--- src/rtl/stream_cipher_codec_if.sv ---
// Stream cipher codec bus: key load, input beat and registered result.
// The source side uses the master modport and the codec uses the slave modport.
interface stream_cipher_codec_if #(
    parameter int WIDTH = 4
);
    logic             key_load;
    logic [WIDTH-1:0] key;
    logic             in_valid;
    logic [WIDTH-1:0] din;
    logic             out_valid;
    logic [WIDTH-1:0] dout;

    modport master (
        output key_load, key, in_valid, din,
        input  out_valid, dout
    );

    modport slave (
        input  key_load, key, in_valid, din,
        output out_valid, dout
    );
endinterface

--- src/rtl/stream_cipher_codec.sv ---
// XOR stream cipher codec: each accepted word is XORed with a key word and registered.
// Define KEYSTREAM_LFSR_EN to turn the key register into a Fibonacci LFSR keystream.
module stream_cipher_codec #(
    parameter int WIDTH = 4
) (
    input  logic                  clk,
    input  logic                  rst_n,
    stream_cipher_codec_if.slave  bus
);
    logic [WIDTH-1:0] r_key;
    logic [WIDTH-1:0] r_dout;
    logic             r_outValid;
    logic [WIDTH-1:0] w_keyword;

`ifdef KEYSTREAM_LFSR_EN
    logic [WIDTH-1:0] w_seed;
    logic [WIDTH-1:0] w_nextState;

    // A zero seed would lock the LFSR up, so it is replaced by all-ones.
    always_comb begin
        w_seed      = (bus.key == '0) ? '1 : bus.key;
        w_keyword   = bus.key_load ? w_seed : r_key;
        w_nextState = {w_keyword[WIDTH-2:0], w_keyword[WIDTH-1] ^ w_keyword[WIDTH-2]};
    end

    always_ff @(posedge clk) begin
        if (!rst_n) begin
            r_key <= '1;
        end else if (bus.in_valid) begin
            r_key <= w_nextState;
        end else if (bus.key_load) begin
            r_key <= w_seed;
        end
    end
`else
    always_comb begin
        w_keyword = bus.key_load ? bus.key : r_key;
    end

    always_ff @(posedge clk) begin
        if (!rst_n) begin
            r_key <= '0;
        end else if (bus.key_load) begin
            r_key <= bus.key;
        end
    end
`endif

    // dout only moves on an accepted beat, so idle cycles leave the last result visible.
    always_ff @(posedge clk) begin
        if (!rst_n) begin
            r_dout     <= '0;
            r_outValid <= 1'b0;
        end else begin
            r_outValid <= bus.in_valid;
            if (bus.in_valid) begin
                r_dout <= bus.din ^ w_keyword;
            end
        end
    end

    assign bus.dout      = r_dout;
    assign bus.out_valid = r_outValid;
endmodule

--- src/flat_wrapper.sv ---
// flat-port wrapper written by rule: the top's interface ports become plain ports
module stream_cipher_codec_flat 
#(
    parameter int WIDTH = 4
)
  (clk, rst_n, bus_key_load, bus_key, bus_in_valid, bus_din, bus_out_valid, bus_dout);
  stream_cipher_codec_if #(.WIDTH(WIDTH)) bus_i ();
  input  logic clk;
  input  logic rst_n;
  input wire logic [$bits(bus_i.key_load)-1:0] bus_key_load;
  input wire logic [$bits(bus_i.key)-1:0] bus_key;
  input wire logic [$bits(bus_i.in_valid)-1:0] bus_in_valid;
  input wire logic [$bits(bus_i.din)-1:0] bus_din;
  output wire logic [$bits(bus_i.out_valid)-1:0] bus_out_valid;
  output wire logic [$bits(bus_i.dout)-1:0] bus_dout;
  assign bus_i.key_load = bus_key_load;
  assign bus_i.key = bus_key;
  assign bus_i.in_valid = bus_in_valid;
  assign bus_i.din = bus_din;
  assign bus_out_valid = bus_i.out_valid;
  assign bus_dout = bus_i.dout;
  stream_cipher_codec #(.WIDTH(WIDTH)) u_core (.clk(clk), .rst_n(rst_n), .bus(bus_i));
endmodule
--- config.mk ---
export PLATFORM = sky130hd
export DESIGN_NAME = stream_cipher_codec_flat
export DESIGN_NICKNAME = d
export VERILOG_FILES = /design/src/rtl/stream_cipher_codec_if.sv /design/src/rtl/stream_cipher_codec.sv /design/src/flat_wrapper.sv
export SDC_FILE = /design/constraint.sdc
export NUM_CORES = 1
export LEC_CHECK = 0
export BUFFER_PORTS_ARGS = -buffer_cell sky130_fd_sc_hd__buf_4
export CAP_MARGIN = 5
export CORE_AREA = 4 4 41 43
export DETAILED_ROUTE_END_ITERATION = 8
export DIE_AREA = 0 0 45 47
export HOLD_SLACK_MARGIN = 0.1
export SLEW_MARGIN = 20
export SYNTH_ARGS = -nofsm -noshare
export SYNTH_HDL_FRONTEND = slang
export SYNTH_SLANG_ARGS = --single-unit
--- constraint.sdc ---
create_clock -name clk -period 0.8 [get_ports clk]
set_input_delay 0.08 -clock clk [delete_from_list [all_inputs] [get_ports clk]]
set_output_delay 0.08 -clock clk [all_outputs]
set_load 0.01 [all_outputs]
# ---- Word-level counts from Yosys, hierarchy flattened
# Cells that the tools add are included.
dict set report classes {
  n_mux 1
  bitwise 1
}
# op count
set ops {}
lappend ops {{two-way mux 4 bit} 1}
lappend ops {{bitwise XOR 4 bit} 1}
dict set report totals {
  register_bits 9
  input_bits 12
  word_cells 5
}

# ---- Logic depth before layout (Yosys ltp)
# Gate-level depths: netlist of run 1.
dict set report depth {
  ltp_word 2
  ltp_mapped 4
  depth_no_buf 3
}

# ---- Worst setup path before layout of run 1
# OpenSTA, ideal clock, no wires.
dict set report synth_timing {
  kind {register to register}
  startpoint {reg u_core.r_key[0]}
  endpoint {reg u_core.r_dout[0] (netlist: u_core.bus.dout[0])}
  path_buffers 0
  arrival_ps 648
  path_stages_with_launch 4
  setup_slack_ps 73
  required_time_ps 721
  path_cell_list {dfxtp_1 > mux2i_2 > nand4_1 > o211ai_1}
}
dict set report synth_between {
  elab_chain_cells 2
}
# element line_no
set synth_rtl {}
lappend synth_rtl {{from (decl)} stream_cipher_codec.sv:10} ;# logic [WIDTH-1:0] r_key;
lappend synth_rtl {{from (signal assigned)} stream_cipher_codec.sv:44} ;# r_key <= bus.key;
lappend synth_rtl {{two-way mux 4 bit} n/a}
lappend synth_rtl {{bitwise XOR 4 bit} stream_cipher_codec.sv:57} ;# r_dout <= bus.din ^ w_keyword;
lappend synth_rtl {{to (signal assigned)} stream_cipher_codec.sv:57}
lappend synth_rtl {{to (decl)} stream_cipher_codec.sv:11} ;# logic [WIDTH-1:0] r_dout;
# Every way passes these cells.
# A chain may end at the register's enable or synchronous reset.

# ---- Worst setup path after layout of run 1
dict set report layout_timing {
  startpoint {reg u_core.r_dout[2] (netlist: u_core.bus.dout[2])}
  endpoint {out bus_dout[2]}
}
# element line_no
set layout_lines {}
lappend layout_lines {{to (decl)} flat_wrapper.sv:15} ;# output wire logic [$bits(bus_i.dout)-1:0] bus_dout;
# No word-level cell between the ends.

==> results of run 1 <==
## power by group
| group | switching [mW] | internal (mW) | leakage, nW | total, mW |
|---|---|---|---|---|
| sequential | 0.0193 | 0.484 | 0.0768 | 0.503 |
| clock | 0.174 | 0.193 | 0.0150 | 0.367 |
| combinational | 0.0806 | 0.136 | 0.154 | 0.216 |
| total | 0.274 | 0.812 | 0.246 | 1.09 |
## per-stage QoR
stage                     hold slack, ns  utilization  TNS, ns  setup WS [ns]  instance area, µm²
after global placement             0.340        0.398        0         0.0177                 518
after floorplan                    0.240            -        0         0.0735                 403
final                              0.103        0.491        0         0.0133                 639
after global routing               0.101        0.491   -0.162        -0.0431                 639
after CTS                         0.0981        0.453        0      0.0000867                 589
after detailed placement           0.340        0.398        0         0.0211                 518
## metal layers
metal  track usage  part of all wire  vias to the layer above
li1              -                 -                      179
met3        0.0421             0.076                        2
met5             0                 0                        -
met1         0.136              0.46                      149
met4        0.0526             0.013                        0
met2         0.136              0.45                       11
## sequential cells by signal (all words and copies together), names as in the netlist
name	count
u_core.r_key	4
u_core.bus.out_valid	1
u_core.bus.dout	4
## timing repair
item	in CTS	in global routing
hold buffers	3	0
endpoints found under the setup margin	3	9
pin swaps	0	7
gates resized for setup	4	11
endpoints found under the hold margin	3	0
setup buffers	1	1
## final cells by class
type                       instances  area, µm²
clock buffer                       4       26.3
multi-input combinational         25        221
timing repair buffer              21        184
fill                             127        662
sequential                         9        189
tap                               15       18.8
## layout by cell type (no fill, tap or decap), drive strengths merged
master	n
buf	18
dfxtp	9
nand3b	7
nor2b	4
o211ai	4
clkbuf	4
mux2i	4
nand4	3
dlygate4sd3	3
and2	1
nand2b	1
nand3	1
## worst paths after layout
kind / end / slack [ns] / depth (start not counted)
setup / recovery: bus_dout[2] / 0.01 / 1
setup reg to reg: u_core.r_key[2]$_SDFF_PN0_ / 0.02 / 3
hold / removal: u_core.bus.dout[3]$_SDFFE_PN0P_ / 0.10 / 3
hold reg to reg: u_core.bus.dout[1]$_SDFFE_PN0P_ / 0.52 / 2
## kinds of logic after synthesis
kind of cell           after synthesis
AOI/OAI and AO/OA                    4
buffers and inverters                3
DFF                                  9
muxes                                4
and+or+nand+nor                     17
==> flow_metrics.tcl, run 1 <==
set metrics [dict create \
    drive_gt1_frac 0.559 \
    maxSlewViolCount 0 \
    vdd_drop_max_mv 0.815 \
    synthMuxAreaShare 0.137 \
    tritoncts "built" \
    post-synth-top-count-cell "dfxtp_1" \
    numClockSinks 9 \
    fin_crit_ns 0.787 \
    final_cells 74 \
    avgSynthCellArea_um2 10.9 \
    synthArstFlopShare 0 \
    num_antenna_cells 0 \
    drt_iter0_drc 1 \
    place_inst 65 \
    hold_viol 0 \
    power_mw 1.09 \
    cp_data_arrival_time_ns 0.71 \
    cp-end-kind "output port" \
    cp_top_family "flip-flops" \
    clkLatencyLatePin_ns 0.26 \
    timing.rr.start "u_core.r_key[2]$_SDFF_PN0_" \
    routedWlPerCell_um 11.8 \
    grt_pass1_wl_um 1500 \
    synth_compound_area_frac 0.0745 \
    cp_num_buf_inv 1 \
    portBuffers 16 \
    ys_seq_area_frac 0.447 \
    drtAntennaViolNets 0 \
    antenna_found_initial 0 \
    rows 13 \
    synth.area.top_cells "dfxtp_1 (45%), mux2i_2 (14%), nand3b_1 (13%)" \
    critPathKind "reg2out" \
    synth.top_cells.by_count "dfxtp_1 (9), nand3b_1 (7), mux2i_2 (4), nor2b_1 (4), o211ai_1 (4)" \
    cap_violations 0 \
    outcome "finished, final reports clean" \
    synth_top_family_by_area "simple AND/OR/NAND/NOR gates" \
    rsz0062_at_grt "true" \
    synth_edf_count 0 \
    h-tree-depth 1 \
    hp-start "bus_din[3]" \
    dp_hpwl_um 575 \
    overflow 0 \
    path_cells "buf_6" \
    cts_buffer_depth 2 \
    yosysUniqueCellTypes 12 \
    fp.dieArea_um2 2120 \
    synth_top_area_frac 0.447 \
    clkTransAtPathRegs_ns 0.07 \
    numCtsBuffers 3 \
    nNetsFinal 72 \
    die_w_um 45 \
    via_per_inst 4.61 \
    crit_start "u_core.bus.dout[2]$_SDFFE_PN0P_" \
    area_growth_pct 58.7 \
    worst_ep_required_time_ns 0.72 \
    yosys_warnings 0 \
    crit_path_max_fanout 2 \
    grt_max_degree 16 \
    period_share 0.983 \
    synth_area_leader_cell "dfxtp_1" \
    yosys.area_share.simple 0.283 \
    drt_pass1_iterations 2 \
    tightest_slew_ns 0.200 \
    die_h_um 47 \
    critPathLaunchType "flip-flop" \
    fmax_mhz 1270 \
    core_region_area_um2 1300 \
    critPathMaxStageDelay_ns 0.33 \
    cp_slowest_cell "dfxtp_2" \
    slew_headroom 0.864 \
    setup_viol 0 \
    finClkSkew_ns 0.000115 \
    wl_um 871 \
    synth_cells 37 \
    powerDensity_nw_per_um2 1700 \
    synthFlopType "dfxtp_1" \
    hold_class "in2reg" \
    initial_core_util 0.310 \
    syn_nets 49 \
    power_leakage_nw 0.246 \
    yosys_register_bits 9 \
    cts_root_buffer "clkbuf_4" \
    synthXorXnorAreaFrac 0 \
    synth_area_um2 403 \
    top_level_ports 17 \
    gp_congestion 0.627 \
    drcViolationCount 0 \
    grt_pass1_vias 323 \
    grt_usage 0.101 \
    vias 341 \
    synth-adder-area-share 0 \
]
Note: power is estimated with default switching activity, not from simulation.
==> run 2: changes to the inputs <==
--- a/config.mk
+++ b/config.mk
@@ -10,7 +10,10 @@
 export CORE_AREA = 4 4 41 43
 export DETAILED_ROUTE_END_ITERATION = 8
 export DIE_AREA = 0 0 45 47
+export GPL_TIMING_DRIVEN = 0
 export HOLD_SLACK_MARGIN = 0.1
+export PLACE_DENSITY = 0.61
+export SETUP_SLACK_MARGIN = 0.2
 export SLEW_MARGIN = 20
 export SYNTH_ARGS = -nofsm -noshare
 export SYNTH_HDL_FRONTEND = slang
==> run 2 against run 1 <==
Effect of this change: design area decreased by 1.6%; non-clock buffer count decreased by 1; routed wire length decreased by 4.4%; sequential cell count unchanged; hold slack got worse by 0.031 ns; register-to-register slack about the same; fmax increased by 1.1%; combinational power about the same; die area unchanged; sequential share of layout area increased by 0.47 points; clock power decreased by 4%; largest power group unchanged.
==> flow_metrics.tcl, run 2 (same netlist as run 1, synthesis figures left out) <==
set metrics [dict create \
    outcome "finished, final reports clean" \
    nFillCells 131 \
    most-common-layout-cells "buf_4 (12), buf_6 (7), nand3b_1 (7), dfxtp_2 (7)" \
    cap_violations 0 \
    power_leakage_nw 0.245 \
    grt_max_degree 11 \
    powerDensity_nw_per_um2 1700 \
    wl_um 833 \
    rows 13 \
    grt_usage 0.0928 \
    drt_pass1_iterations 4 \
    rsz0062_at_grt "true" \
    numClockSinks 9 \
    path_cells "buf_6" \
    grt_pass1_wl_um 1300 \
    slew_headroom 0.863 \
    place_inst 67 \
    period_share 0.973 \
    placed_cell_area_um2 534 \
    portBuffers 15 \
    overflow 0 \
    fin_crit_ns 0.778 \
    fmax_mhz 1290 \
    tritoncts "built" \
    via_per_inst 4.88 \
    area_growth_pct 56.2 \
    fp.dieArea_um2 2120 \
    worst_ep_required_time_ns 0.72 \
    numCtsBuffers 3 \
    num_antenna_cells 0 \
    h-tree-depth 1 \
    final_cells 73 \
    finClkSkew_ns 0.000475 \
    pre_cts_ws_ns 0.0255 \
    critPathLaunchType "flip-flop" \
    core_region_area_um2 1300 \
    gp_congestion 0.630 \
    worst_slack_ns 0.0218 \
    fin_area_um2 629 \
    crit_path_max_fanout 2 \
    antenna_found_initial 0 \
    vdd_drop_max_mv 1.23 \
    tightest_slew_ns 0.201 \
    clkTransAtPathRegs_ns 0.06 \
    critPathKind "reg2out" \
    grt_pass1_vias 321 \
    drive_gt1_frac 0.603 \
    hold_viol 0 \
    clkLatencyLatePin_ns 0.26 \
    cp_slowest_cell "dfxtp_2" \
    final_common_cell "buf_4" \
    critPathMaxStageDelay_ns 0.33 \
    tns_ns 0 \
    top_level_ports 17 \
    routedWlPerCell_um 11.4 \
    maxSlewViolCount 0 \
    vias 356 \
    drtAntennaViolNets 0 \
    die_w_um 45 \
    cp_num_buf_inv 1 \
    initial_core_util 0.310 \
    drt_iter0_drc 2 \
    cp_data_arrival_time_ns 0.70 \
    cts_buffer_depth 2 \
    setup_viol 0 \
    drcViolationCount 0 \
    cts_root_buffer "clkbuf_4" \
    cp-end-kind "output port" \
    die_h_um 47 \
    cp_top_family "flip-flops" \
    nNetsFinal 71 \
    hold_class "in2reg" \
]
-- run 2: cell types whose count changed in the layout (fill, tap and decap cells not counted) --
cell	previous run	this run
buf_2	0	1
buf_6	5	7
dlygate4sd3_1	3	0
buf_4	13	12
-- run 2: final timing paths --
kind                                           to  slack (ns)                       startpoint  cells past startpoint
setup / recovery                      bus_dout[2]        0.02  u_core.bus.dout[2]$_SDFFE_PN0P_                      1
hold / removal    u_core.bus.dout[2]$_SDFFE_PN0P_        0.07                       bus_din[2]                      3
setup reg to reg  u_core.bus.dout[3]$_SDFFE_PN0P_        0.03       u_core.r_key[3]$_SDFF_PN0_                      3
hold reg to reg   u_core.bus.dout[3]$_SDFFE_PN0P_        0.52  u_core.bus.dout[3]$_SDFFE_PN0P_                      2
-- run 2: metrics by stage --
step           total power [mW]  hold WS, ns  utilization
2_1_floorplan             0.595        0.238            -
3_3_place_gp              0.679        0.336        0.411
3_5_place_dp              0.682        0.338        0.411
4_1_cts                    1.06       0.0663        0.455
5_1_grt                    1.14       0.0849        0.484
6_report                   1.07       0.0714        0.484
-- run 2: layout make-up --
class / count / area, µm² / area share
clock buffers: 4 / 26.3 / 0.0417
plain buffers: 3 / 23.8 / 0.0378
repair buffers: 17 / 150 / 0.239
flip-flops and latches: 9 / 189 / 0.300
well taps: 15 / 18.8 / 0.0298
multi-input cells: 25 / 221 / 0.352
-- run 2: worst register-to-register path, stage by stage (launching register included) --
cell and delay [ns]:
dfxtp_1 0.31, mux2i_2 0.19, nand4_1 0.11, o211ai_1 0.09
-- run 2: where the power goes --
group / internal, mW / switching (mW)
sequential: 0.484 / 0.0182
clock: 0.192 / 0.161
combinational: 0.135 / 0.0806
-- run 2: what timing repair did --
action / in CTS / in global routing
setup buffers: 1 / 1
pin swaps: 1 / 4
endpoints found under the hold margin: 5 / 3
endpoints found under the setup margin: 13 / 13
gates resized for setup: 9 / 7
-- run 2: metal layers --
metal  wire (µm)  GRT usage  vias up  part of all wire
met5           0          0        -                 0
met4          36      0.105        0             0.043
met3          56     0.0345        5             0.067
met2         377      0.130       12              0.45
met1         363      0.101      159              0.44
li1            -          -      180                 -
